## src/rtl/lau_pkg.sv

```systemverilog
// lau_pkg: shared prefix operator type and latency helper for the prefix blocks
package lau_pkg;
  typedef enum logic {OP_AND, OP_OR} prefix_op_e;
  function automatic int prefix_latency(int width, int levelsPerStage);
    int m = $clog2(width);
    return m == 0 ? 1 : (m + levelsPerStage - 1) / levelsPerStage;
  endfunction
endpackage

```

## src/rtl/prefix_and_levels.sv

```systemverilog
// prefix_and_levels: combinational Sklansky prefix-AND levels firstLevel..lastLevel
//   PI: level firstLevel-1 vector, PO: level lastLevel vector (pass-through when the range is empty)
module prefix_and_levels #(
  parameter int width = 8,
  parameter int firstLevel = 1,
  parameter int lastLevel = 3
) (
  input  logic [width-1:0] PI,
  output logic [width-1:0] PO
);
  logic [width-1:0] cur, prev;
  always_comb begin
    cur = PI;
    prev = PI;
    for (int l = firstLevel; l <= lastLevel; l++) begin
      prev = cur;
      for (int b = 0; b < width; b++)
        cur[b] = b[l-1] ? prev[b] & prev[((b >> l) << l) + (1 << (l - 1)) - 1] : prev[b];
    end
    PO = cur;
  end
endmodule

```

## src/rtl/prefix_and_pipe.sv

```systemverilog
// prefix_and_pipe: pipelined, stall-all handshaked Sklansky prefix AND/OR
//   CLK/RST: clock, sync active-high reset; InValid/InReady/Op/PI: input channel;
//   OutValid/OutReady/PO: registered result channel, latency prefix_latency(width, levelsPerStage)
module prefix_and_pipe
  import lau_pkg::*;
#(
  parameter int width = 8,
  parameter int levelsPerStage = 2
) (
  input  logic             CLK,
  input  logic             RST,
  input  logic             InValid,
  output logic             InReady,
  input  prefix_op_e       Op,
  input  logic [width-1:0] PI,
  output logic             OutValid,
  input  logic             OutReady,
  output logic [width-1:0] PO
);
  localparam int M = $clog2(width);
  localparam int L = prefix_latency(width, levelsPerStage);
  logic [L-1:0] vld_q, vld_d, or_q, or_d;
  logic [L-1:0][width-1:0] data_q, data_d, stage_in;
  logic en;
  assign en = ~OutValid | OutReady;
  assign InReady = en;
  assign OutValid = vld_q[L-1];
  // OR runs on the AND network in the complemented domain: invert on entry, invert on exit
  assign PO = or_q[L-1] ? ~data_q[L-1] : data_q[L-1];
  assign stage_in = (L*width)'({data_q, (Op == OP_OR) ? ~PI : PI});
  assign vld_d = L'({vld_q, InValid & InReady});
  assign or_d = L'({or_q, Op == OP_OR});
  for (genvar s = 0; s < L; s++) begin : g_stage
    localparam int lo = s * levelsPerStage + 1;
    localparam int hi = (s + 1) * levelsPerStage < M ? (s + 1) * levelsPerStage : M;
    prefix_and_levels #(.width(width), .firstLevel(lo), .lastLevel(hi)) u_lvl (
      .PI(stage_in[s]),
      .PO(data_d[s])
    );
  end
  always_ff @(posedge CLK)
    if (RST) begin
      vld_q <= '0;
      or_q <= '0;
      data_q <= '0;
    end else if (en) begin
      vld_q <= vld_d;
      or_q <= or_d;
      data_q <= data_d;
    end
endmodule

```

## config.mk

```make
export PLATFORM = sky130hd
export DESIGN_NAME = prefix_and_pipe
export DESIGN_NICKNAME = d
export VERILOG_FILES = /design/src/rtl/lau_pkg.sv /design/src/rtl/prefix_and_levels.sv /design/src/rtl/prefix_and_pipe.sv
export SDC_FILE = /design/constraint.sdc
export NUM_CORES = 1
export LEC_CHECK = 0
export CORE_MARGIN = 2
export CORE_UTILIZATION = 55
export CTS_CLUSTER_DIAMETER = 100
export DETAILED_ROUTE_END_ITERATION = 10
export DONT_BUFFER_PORTS = 1
export PLACE_DENSITY_LB_ADDON = 0.2
export SYNTH_ARGS = -nofsm -noshare
export SYNTH_HDL_FRONTEND = slang
export SYNTH_HIERARCHICAL = 1
export SYNTH_SLANG_ARGS = --single-unit
export TNS_END_PERCENT = 5
```

## constraint.sdc

```tcl
create_clock -name CLK -period 1.41 [get_ports CLK]
set_input_delay 0 -clock CLK [delete_from_list [all_inputs] [get_ports CLK]]
set_output_delay 0 -clock CLK [all_outputs]
set_load 0.02 [all_outputs]
```

==> flow_summary.yaml <==
timing:
  setup_violations: 0
  finalMaxSlewViolations: 0
  slew_headroom_pct: 39.3
  finalCritPeriodShare_pct: 93.9
  fin_tns_setup_ps: 0
  skew_ps: 6.35
  clock.fmax_mhz: 755
  rsz0062_at_grt: "false"
  hold_viol: 0
  tightest_slew_ps: 911
  min_period_ps: 1320
power_and_ir_drop:
  switching_share_pct: 23.4
  power.density_nw_per_um2: 1010
  power.share.clock_pct: 37.8
  ir_worst_vdd_mv: 0.498
  intPower_mw: 0.956
  p_sw_mw: 0.291
  power_frac_comb_pct: 13.2
  power_frac_seq_pct: 49.0
  p_leak_nw: 0.491
global_routing:
  grt_pass1_wl_um: 3350
  grt_pass1_vias: 738
  antenna_found_initial: 0
  grt_usage_pct: 18.0
  grt_max_degree: 39
  grt-ovfl-total: 0
setup_path:
  reg2regPathDepth: 3
  slowest_stage: "dfxtp_4"
  end_kind: "output port"
  crit_required_ps: 1410
  r2r-start: "vld_q[1]"
  critPathMaxStageDelay_ps: 420
  crit_buf_inv: 3
  cp-start-kind: "flip-flop"
  r2r_slack_ps: 350
  critical_path.top_delay_family: "buffers and inverters"
  cp_common_cell: "buf_4"
  critPathMaxFanout: 13
  crit_arrival_ps: 1320
  r2r_end: "or_q[0]"
  critical_path.cell_chain: "nor2b_1 -> buf_4 -> inv_2 -> buf_4"
  crit_type: "reg2out"
clock_network:
  cts_root_buffer: "clkbuf_4"
  htreeDepth: 1
  clk_latency_ps: 310
  cts_setup_buffers: 0
  cts_buffers: 3
  clkSinkCount: 20
  cts_buffer_depth: 2
  clk_pin_slew_ps: 120
  cts_tree: "yes"
logic_synthesis:
  synth-seq-area-share_pct: 35.0
  synth.distinct_cells: 19
  yosysWarnings: 6
  netlist_area_um2: 1140
  ys_ff_latch: 20
  netlist_instances: 122
  syn_avg_cell_area_um2: 9.38
  yosys.area.top_type: "dfxtp_1"
  yosysTopAreaCellShare_pct: 35.0
  syn_nets: 135
  synthTopCellsByArea: "dfxtp_1, nand4bb_1, xor2_1, nand2b_1, or4bb_1"
drt:
  post_drt_wl_per_cell_um: 13.3
  drt_iter0_drc: 6
  via_count: 782
  drc: 0
  wl_um: 1950
  drt_pass1_iterations: 4
  vias_per_cell: 5.32
  drtAntennaViolNets: 0
finish:
  num_antenna_cells: 0
  fin_area_um2: 1240
  syn_to_final_growth_pct: 8.09
  drive_gt1_share_pct: 12.5
  layout.nets: 134
  mostFrequentLayoutCells: "nand2b_1, dfxtp_1, xor2_1"
  final_common_cell: "nand2b_1"
min_path:
  min_path_cells: 3
  hold_class: "in2reg"
  worstHoldStart: "OutReady"
  hold_path_end: "data_q[8]"
floorplanning:
  rows: 16
  die_height_um: 49.6
  boundaryPins: 23
  die_x_um: 49.6
  die_area_um2: 2460
  start_util_pct: 58.4
  core_um2: 1960
status:
  status: "finished, final reports clean"
placement:
  io_buffers: 0
  gp_congestion: 0.707
  dpl_cell_area_um2: 1120
  dp_hpwl_um: 1230
job:
  maxCapViolations: 0
[through the flow]
| stage | instances | total power [mW] | hold slack, ps | util, % | setup slack, ps |
|---|---|---|---|---|---|
| after floorplan | 122 | 0.769 | 146 | - | 253 |
| after global placement | 137 | 0.755 | 71.8 | 57.0 | 304 |
| after detailed placement | 137 | 0.759 | 77.4 | 57.0 | 261 |
| after CTS | 147 | 1.26 | 12.9 | 62.8 | 19.0 |
| after global routing | 147 | 1.30 | 33.8 | 63.1 | 9.71 |
| final | 147 | 1.25 | 12.7 | 63.1 | 85.4 |
[synthesized netlist by cell type]
| library cell | number |
|---|---|
| dfxtp_1 | 20 |
| and2_2 | 2 |
| xor2_1 | 16 |
| mux2i_1 | 1 |
| and4_1 | 2 |
| buf_4 | 7 |
| inv_1 | 1 |
| a21oi_1 | 1 |
| and3_2 | 2 |
| o21ai_1 | 10 |
| or4bb_1 | 5 |
| o21ai_0 | 8 |
| nand2b_1 | 19 |
| and2_1 | 4 |
| nor2b_1 | 1 |
| inv_2 | 1 |
| nand4bb_1 | 13 |
| buf_2 | 4 |
| clkbuf_1 | 5 |
[worst min-delay path, stage by stage]
cell and delay [ps]:
nor2b_1 30, buf_4 150, o21ai_1 120
[repair_timing]
action                                  CTS  global route
hold buffers                              6             0
gates resized for setup                   1             3
endpoints found under the hold margin    20             0
endpoints found under the setup margin    1            12
[per-layer routing]
metal  track usage, %  routed length, um  part of all wire (%)  vias to the layer above
met3             1.82                 68                   3.5                        5
met4             11.1                 52                   2.7                        0
met5                0                  0                     0                        -
met1             22.6                953                    49                      341
li1                 -                  -                     -                      409
met2             29.6                873                    45                       27
[sequential cells by signal, indices dropped and copies added, names as in the netlist]
name and cells:
data_q 16, or_q 2, vld_q 2
[power by group through the flow]
stage	Combinational (mW)	Sequential, mW	Clock [mW]
final	0.165	0.611	0.471
after global placement	0.132	0.623	0
after CTS	0.166	0.612	0.480
after floorplan	0.153	0.616	0
after detailed placement	0.135	0.624	0
after global routing	0.183	0.616	0.497
[logic make-up (layout without fill, tap and decap cells)]
kind of cell	Yosys count	in the layout	share of synthesized area, %
multiplexers	1	1	0.874
buffers and inverters	18	16	8.63
flip-flops	20	20	35.0
XOR/XNOR	16	16	12.2
AO/OA/AOI/OAI	19	19	8.31
AND/OR/NAND/NOR	48	48	35.0
[layout make-up]
| type | count | area [um^2] |
|---|---|---|
| clock buffer | 3 | 22.5 |
| fill | 183 | 724 |
| multi-input combinational | 84 | 646 |
| timing repair buffer | 10 | 92.6 |
| clock inverter | 1 | 30.0 |
| tap | 27 | 33.8 |
| sequential | 20 | 405 |
| inverter | 2 | 7.51 |
[worst max path at each step]
stage	end	startpoint	depth (start not counted)
final	InReady	vld_q[1]	4
after global routing	InReady	vld_q[1]	4
after CTS	PO[0]	or_q[1]	1
after detailed placement	or_q[0]	vld_q[1]	3
after global placement	or_q[0]	vld_q[1]	3
after floorplan	data_q[2]	vld_q[1]	2
Power figures use the tool's default switching activity.
